==> src/rtl/dmem_port_arbiter_if.sv <==
// Bundle of the two requester ports and the byte-wide memory bus
// seen by dmem_port_arbiter.
interface dmem_port_arbiter_if #(
  parameter int ADDR_W = 5
);
  logic              req0;
  logic              req1;
  logic              we0;
  logic              we1;
  logic [ADDR_W-1:0] addr0;
  logic [ADDR_W-1:0] addr1;
  logic [31:0]       wdata0;
  logic [31:0]       wdata1;
  logic              ack0;
  logic              ack1;
  logic [31:0]       rdata0;
  logic [31:0]       rdata1;
  logic              busy;
  logic              mem_en;
  logic              mem_we;
  logic [ADDR_W-1:0] mem_addr;
  logic [7:0]        mem_wdata;
  logic [7:0]        mem_rdata;

  // requesters plus the memory array
  modport master (
    output req0, req1, we0, we1, addr0, addr1, wdata0, wdata1, mem_rdata,
    input  ack0, ack1, rdata0, rdata1, busy, mem_en, mem_we, mem_addr, mem_wdata
  );

  // the arbiter
  modport slave (
    input  req0, req1, we0, we1, addr0, addr1, wdata0, wdata1, mem_rdata,
    output ack0, ack1, rdata0, rdata1, busy, mem_en, mem_we, mem_addr, mem_wdata
  );
endinterface

==> src/rtl/dmem_port_arbiter.sv <==
// Two-port arbiter that serialises 32-bit word transfers onto a byte-wide
// data memory as four big-endian beats.
//
// state  | meaning
// -------+--------------------------------------------------------------
// S_IDLE | waiting for req0/req1; picks a winner and latches its request
// S_BEAT | four memory beats (beat 0..3), read bytes captured one late
// S_LAST | bus quiet; last read byte lands, owner's rdata updated
// S_ACK  | one-cycle ack to the owning port
module dmem_port_arbiter #(
  parameter int ADDR_W = 5,
  parameter bit RR_EN  = 1'b1
) (
  input logic               clk,
  input logic               rst_n,
  dmem_port_arbiter_if.slave bus
);

  typedef enum logic [1:0] {S_IDLE, S_BEAT, S_LAST, S_ACK} state_t;

  state_t            state_q, state_d;
  logic [1:0]        beat_q, beat_d;
  logic              load;
  logic              grant_id;
  logic              we_q;
  logic [ADDR_W-1:0] base_q;
  logic [31:0]       wdata_q;
  logic              id_q;
  logic              last_q;
  logic [23:0]       shift_q;
  logic [31:0]       rdata0_q;
  logic [31:0]       rdata1_q;
  logic              in_beat;
  logic [7:0]        beat_byte;

  // winner selection; on contention round-robin favours the port not granted last
  always_comb begin
    grant_id = 1'b0;
    if (bus.req0 && bus.req1) begin
      grant_id = RR_EN ? ~last_q : 1'b0;
    end else begin
      grant_id = bus.req1;
    end
  end

  // state and beat counter register
  always_ff @(posedge clk or negedge rst_n) begin
    if (!rst_n) begin
      state_q <= S_IDLE;
      beat_q  <= 2'd0;
    end else begin
      state_q <= state_d;
      beat_q  <= beat_d;
    end
  end

  // next-state logic
  always_comb begin
    state_d = state_q;
    beat_d  = beat_q;
    load    = 1'b0;
    case (state_q)
      S_IDLE: begin
        if (bus.req0 || bus.req1) begin
          load    = 1'b1;
          beat_d  = 2'd0;
          state_d = S_BEAT;
        end
      end
      S_BEAT: begin
        beat_d = beat_q + 2'd1;
        if (beat_q == 2'd3) state_d = S_LAST;
      end
      S_LAST:  state_d = S_ACK;
      S_ACK:   state_d = S_IDLE;
      default: state_d = S_IDLE;
    endcase
  end

  // latch the granted request; later changes on the requester side are ignored
  always_ff @(posedge clk or negedge rst_n) begin
    if (!rst_n) begin
      we_q    <= 1'b0;
      base_q  <= '0;
      wdata_q <= '0;
      id_q    <= 1'b0;
      last_q  <= 1'b1;
    end else if (load) begin
      we_q    <= grant_id ? bus.we1    : bus.we0;
      base_q  <= grant_id ? bus.addr1  : bus.addr0;
      wdata_q <= grant_id ? bus.wdata1 : bus.wdata0;
      id_q    <= grant_id;
      last_q  <= grant_id;
    end
  end

  // read assembly: memory returns each byte one cycle after its beat
  always_ff @(posedge clk or negedge rst_n) begin
    if (!rst_n) begin
      shift_q  <= '0;
      rdata0_q <= '0;
      rdata1_q <= '0;
    end else if (!we_q) begin
      if (state_q == S_BEAT && beat_q != 2'd0) begin
        shift_q <= {shift_q[15:0], bus.mem_rdata};
      end
      if (state_q == S_LAST) begin
        if (id_q) rdata1_q <= {shift_q, bus.mem_rdata};
        else      rdata0_q <= {shift_q, bus.mem_rdata};
      end
    end
  end

  // big-endian byte select for the current beat
  always_comb begin
    beat_byte = 8'h00;
    case (beat_q)
      2'd0: beat_byte = wdata_q[31:24];
      2'd1: beat_byte = wdata_q[23:16];
      2'd2: beat_byte = wdata_q[15:8];
      2'd3: beat_byte = wdata_q[7:0];
      default: beat_byte = 8'h00;
    endcase
  end

  assign in_beat       = (state_q == S_BEAT);
  assign bus.mem_en    = in_beat;
  assign bus.mem_we    = in_beat & we_q;
  assign bus.mem_addr  = in_beat ? base_q + ADDR_W'(beat_q) : '0;
  assign bus.mem_wdata = in_beat ? beat_byte : 8'h00;
  assign bus.busy      = (state_q != S_IDLE);
  assign bus.ack0      = (state_q == S_ACK) & ~id_q;
  assign bus.ack1      = (state_q == S_ACK) &  id_q;
  assign bus.rdata0    = rdata0_q;
  assign bus.rdata1    = rdata1_q;

endmodule

==> src/flat_wrapper.sv <==
// flat-port wrapper written by rule: the top's interface ports become plain ports
module dmem_port_arbiter_flat 
#(
  parameter int ADDR_W = 5,
  parameter bit RR_EN  = 1'b1
)
  (clk, rst_n, bus_req0, bus_req1, bus_we0, bus_we1, bus_addr0, bus_addr1, bus_wdata0, bus_wdata1, bus_mem_rdata, bus_ack0, bus_ack1, bus_rdata0, bus_rdata1, bus_busy, bus_mem_en, bus_mem_we, bus_mem_addr, bus_mem_wdata);
  dmem_port_arbiter_if #(.ADDR_W(ADDR_W)) bus_i ();
  input logic clk;
  input logic rst_n;
  input wire logic [$bits(bus_i.req0)-1:0] bus_req0;
  input wire logic [$bits(bus_i.req1)-1:0] bus_req1;
  input wire logic [$bits(bus_i.we0)-1:0] bus_we0;
  input wire logic [$bits(bus_i.we1)-1:0] bus_we1;
  input wire logic [$bits(bus_i.addr0)-1:0] bus_addr0;
  input wire logic [$bits(bus_i.addr1)-1:0] bus_addr1;
  input wire logic [$bits(bus_i.wdata0)-1:0] bus_wdata0;
  input wire logic [$bits(bus_i.wdata1)-1:0] bus_wdata1;
  input wire logic [$bits(bus_i.mem_rdata)-1:0] bus_mem_rdata;
  output wire logic [$bits(bus_i.ack0)-1:0] bus_ack0;
  output wire logic [$bits(bus_i.ack1)-1:0] bus_ack1;
  output wire logic [$bits(bus_i.rdata0)-1:0] bus_rdata0;
  output wire logic [$bits(bus_i.rdata1)-1:0] bus_rdata1;
  output wire logic [$bits(bus_i.busy)-1:0] bus_busy;
  output wire logic [$bits(bus_i.mem_en)-1:0] bus_mem_en;
  output wire logic [$bits(bus_i.mem_we)-1:0] bus_mem_we;
  output wire logic [$bits(bus_i.mem_addr)-1:0] bus_mem_addr;
  output wire logic [$bits(bus_i.mem_wdata)-1:0] bus_mem_wdata;
  assign bus_i.req0 = bus_req0;
  assign bus_i.req1 = bus_req1;
  assign bus_i.we0 = bus_we0;
  assign bus_i.we1 = bus_we1;
  assign bus_i.addr0 = bus_addr0;
  assign bus_i.addr1 = bus_addr1;
  assign bus_i.wdata0 = bus_wdata0;
  assign bus_i.wdata1 = bus_wdata1;
  assign bus_i.mem_rdata = bus_mem_rdata;
  assign bus_ack0 = bus_i.ack0;
  assign bus_ack1 = bus_i.ack1;
  assign bus_rdata0 = bus_i.rdata0;
  assign bus_rdata1 = bus_i.rdata1;
  assign bus_busy = bus_i.busy;
  assign bus_mem_en = bus_i.mem_en;
  assign bus_mem_we = bus_i.mem_we;
  assign bus_mem_addr = bus_i.mem_addr;
  assign bus_mem_wdata = bus_i.mem_wdata;
  dmem_port_arbiter #(.ADDR_W(ADDR_W), .RR_EN(RR_EN)) u_core (.clk(clk), .rst_n(rst_n), .bus(bus_i));
endmodule
==> config.mk <==
export PLATFORM = sky130hd
export DESIGN_NAME = dmem_port_arbiter_flat
export DESIGN_NICKNAME = d
export VERILOG_FILES = /design/src/rtl/dmem_port_arbiter_if.sv /design/src/rtl/dmem_port_arbiter.sv /design/src/flat_wrapper.sv
export SDC_FILE = /design/constraint.sdc
export NUM_CORES = 1
export LEC_CHECK = 0
export CAP_MARGIN = 40
export CORE_MARGIN = 4
export CORE_UTILIZATION = 47
export CTS_CLUSTER_DIAMETER = 40
export CTS_CLUSTER_SIZE = 14
export DETAILED_ROUTE_END_ITERATION = 6
export PLACE_DENSITY = 0.91
export SLEW_MARGIN = 20
export SYNTH_ARGS = -nofsm -noshare
export SYNTH_HDL_FRONTEND = slang
export SYNTH_SLANG_ARGS = --single-unit
==> constraint.sdc <==
create_clock -name clk -period 2.5 [get_ports clk]
set_input_delay 0.5 -clock clk [delete_from_list [all_inputs] [get_ports clk]]
set_output_delay 0.5 -clock clk [all_outputs]
set_load 0.01 [all_outputs]
==> flow_summary.json <==
{
  "ctsHoldBuffers": 0,
  "start_kind": "flip-flop",
  "ys_warn_count": 0,
  "cts_buffers": 17,
  "yosysMostFrequentCell": "dfrtp_1",
  "core_area_mm2": 0.0120,
  "yosys.area.top_type_share": 0.568,
  "path_delay_family": "compound AO/OA/AOI/OAI gates",
  "die_y_um": 119,
  "fin_skew_ns": 0.00755,
  "synth_nets": 588,
  "reg2reg_to": "u_core.shift_q[14]",
  "worst_slack_ns": -0.0260,
  "drt_iter0_drc": 293,
  "netlist_instances": 487,
  "cp-end-kind": "primary output",
  "max_freq_mhz": 396,
  "drv_slew": 0,
  "cts.clk_slew.worst_paths_ns": 0.06,
  "cts.sinks": 132,
  "arrival_ns": 2.03,
  "hpwl_um": 11200,
  "rsz0062_at_grt": "yes",
  "routedWlPerCell_um": 19.3,
  "vias_per_cell": 5.51,
  "pin_count": 170,
  "ys_top_cells_by_area": "dfrtp_1 57%, mux2_2 17%, a21oi_1 7.5%",
  "yosysSeqAreaShare": 0.573,
  "antenna_left": 0,
  "hold_class": "in -> async",
  "leakage_nw": 3.59,
  "grt_pass1_vias": 4777,
  "crit_chain": "buf_6, clkinvlp_4, ha_4, a222oi_1, a21oi_2, clkbuf_2",
  "synth_cell_types": 34,
  "run_status": "finished, violations left",
  "htreeDepth": 4,
  "portBuffers": 169,
  "antenna_found_initial": 0,
  "yosysTopAreaCell": "dfrtp_1",
  "setup_viol": 2,
  "worst-path-buf-inv": 3,
  "grt_usage": 0.230,
  "place_area_mm2": 0.00768,
  "synth_edf_count": 0,
  "async_flop_share": 1.00,
  "ir_worst_vdd_uv": 580,
  "nNetsFinal": 769,
  "grt_max_degree": 51,
  "synth.ff_latch_count": 132,
  "cp_max_fo": 8,
  "fillers": 841,
  "max_cap_violations": 0,
  "reg2reg_depth": 7,
  "totalWireLength_um": 15900,
  "crit_path_start": "u_core.beat_q[0]",
  "tightest_slew_ns": 0.628,
  "clkLatencyLatePin_ns": 0.40,
  "cts_buffer_depth": 2,
  "cts_root_buffer": "clkbuf_16",
  "dieWidth_um": 119,
  "globalplace.congestion": 0.832,
  "regToRegSetupSlack_ns": 0.39,
  "failed_checks": "setup timing",
  "critPathMaxStageDelay_ns": 0.44,
  "area_growth_pct": 45.1,
  "ys.flop_type": "dfrtp_1",
  "route.detailed.drc": 0,
  "start_util": 0.480,
  "postLayoutCellArea_mm2": 0.00837,
  "post-route-period-util": 1.01,
  "cts_tree": "built",
  "timing.final.crit_period_ns": 2.53,
  "cp.required_ns": 2.00,
  "drt_first_pass_iters": 6,
  "grt_overflow_total": 0,
  "cpMaxStageDelayCell": "a222oi_1",
  "reg2reg_from": "u_core.beat_q[0]",
  "finalHoldViolCount": 0,
  "final_util": 0.697,
  "diodes": 0,
  "power.density_mw_per_mm2": 1380,
  "drive_above_1_share": 0.267,
  "synth_common_cells": "131 x dfrtp_1, 88 x mux2_2, 86 x a21oi_1",
  "grt_pass1_wl_um": 25500,
  "dieArea_mm2": 0.0141,
  "syn_area_mm2": 0.00577,
  "vias": 4564,
  "syn_area_per_cell_um2": 11.8,
  "rows": 40,
  "slew-limit-headroom": 0.581,
  "criticalPathCategory": "reg -> out"
}
## state kept, by name (all words and copies together), names as in the netlist, 2 cells and up
name and cells:
u_core.bus.rdata0 32, u_core.bus.rdata1 32, u_core.wdata_q 32, u_core.shift_q 24
u_core.base_q 5, u_core.beat_q 2, u_core.state_q 2
## cell type report
type                    count  area [µm²]  area share
flip-flops and latches    132        3300       0.395
multi-input cells         314        2350       0.281
repair buffers            192        1870       0.223
clock buffers              18         439      0.0525
well taps                 147         184      0.0220
clock inverters            14         171      0.0205
inverters                  10        45.0     0.00538
repair inverters            1        7.51    0.000897
## worst max-delay path by stage
stage / to / cells after the start
2_1_floorplan: bus_mem_addr[4] / 5
3_3_place_gp: bus_mem_addr[4] / 6
3_5_place_dp: bus_mem_addr[4] / 6
4_1_cts: bus_mem_wdata[4] / 6
5_1_grt: bus_mem_addr[4] / 6
6_report: bus_mem_wdata[4] / 6
## report_power, final
part | switching, mW | internal [mW] | total [mW]
registers | 0.852 | 3.25 | 4.10
clock network | 0.990 | 1.53 | 2.52
logic | 2.20 | 2.73 | 4.93
## cells by family after synthesis
kind of cell    Yosys count  synth area share
compound gates          117             0.115
xor+xnor                  2           0.00304
fa+ha+maj                13            0.0295
buf+inv                  41            0.0351
flops                   132             0.573
mux                      90             0.176
simple gates             92            0.0685
## stage by stage
stage	hold WS (ns)	setup TNS (ns)	power, mW	instances	setup WS [ns]
floorplan	0.204	0	6.40	487	0.317
global placement	0.487	-0.117	8.62	790	-0.117
detailed placement	0.493	-0.102	8.85	790	-0.102
CTS	0.118	-0.132	11.5	827	-0.0627
global route	0.142	-0.203	12.2	828	-0.0625
finish	0.110	-0.0343	11.6	828	-0.0260
## cell usage in the layout (no fill, tap or decap), types with 4 or more instances in the layout
master / instances
a21oi_2: 5
mux2_2: 88
a21oi_1: 81
buf_12: 4
clkbuf_2: 6
inv_1: 7
clkinvlp_4: 5
buf_2: 4
ha_1: 7
dfrtp_1: 131
a222oi_1: 8
nand2_1: 40
buf_4: 18
nor2_1: 39
clkdlybuf4s50_1: 154
clkbuf_16: 17
o21ai_0: 10
## layer usage
metal  vias up  global-route usage  share of wire
li1       2073                   -              -
met1      2216               0.283           0.40
met2       237               0.382           0.49
met3        38              0.0656          0.076
met4         0              0.0898          0.033
met5         -                   0              0
## repair_timing
item                                    in CTS  in global routing
resized for setup                           48                 23
pin swaps                                   13                 13
buffers inserted                             4                  1
cloned                                       1                  0
endpoints found under the setup margin      14                 11
Power figures use the tool's default switching activity.
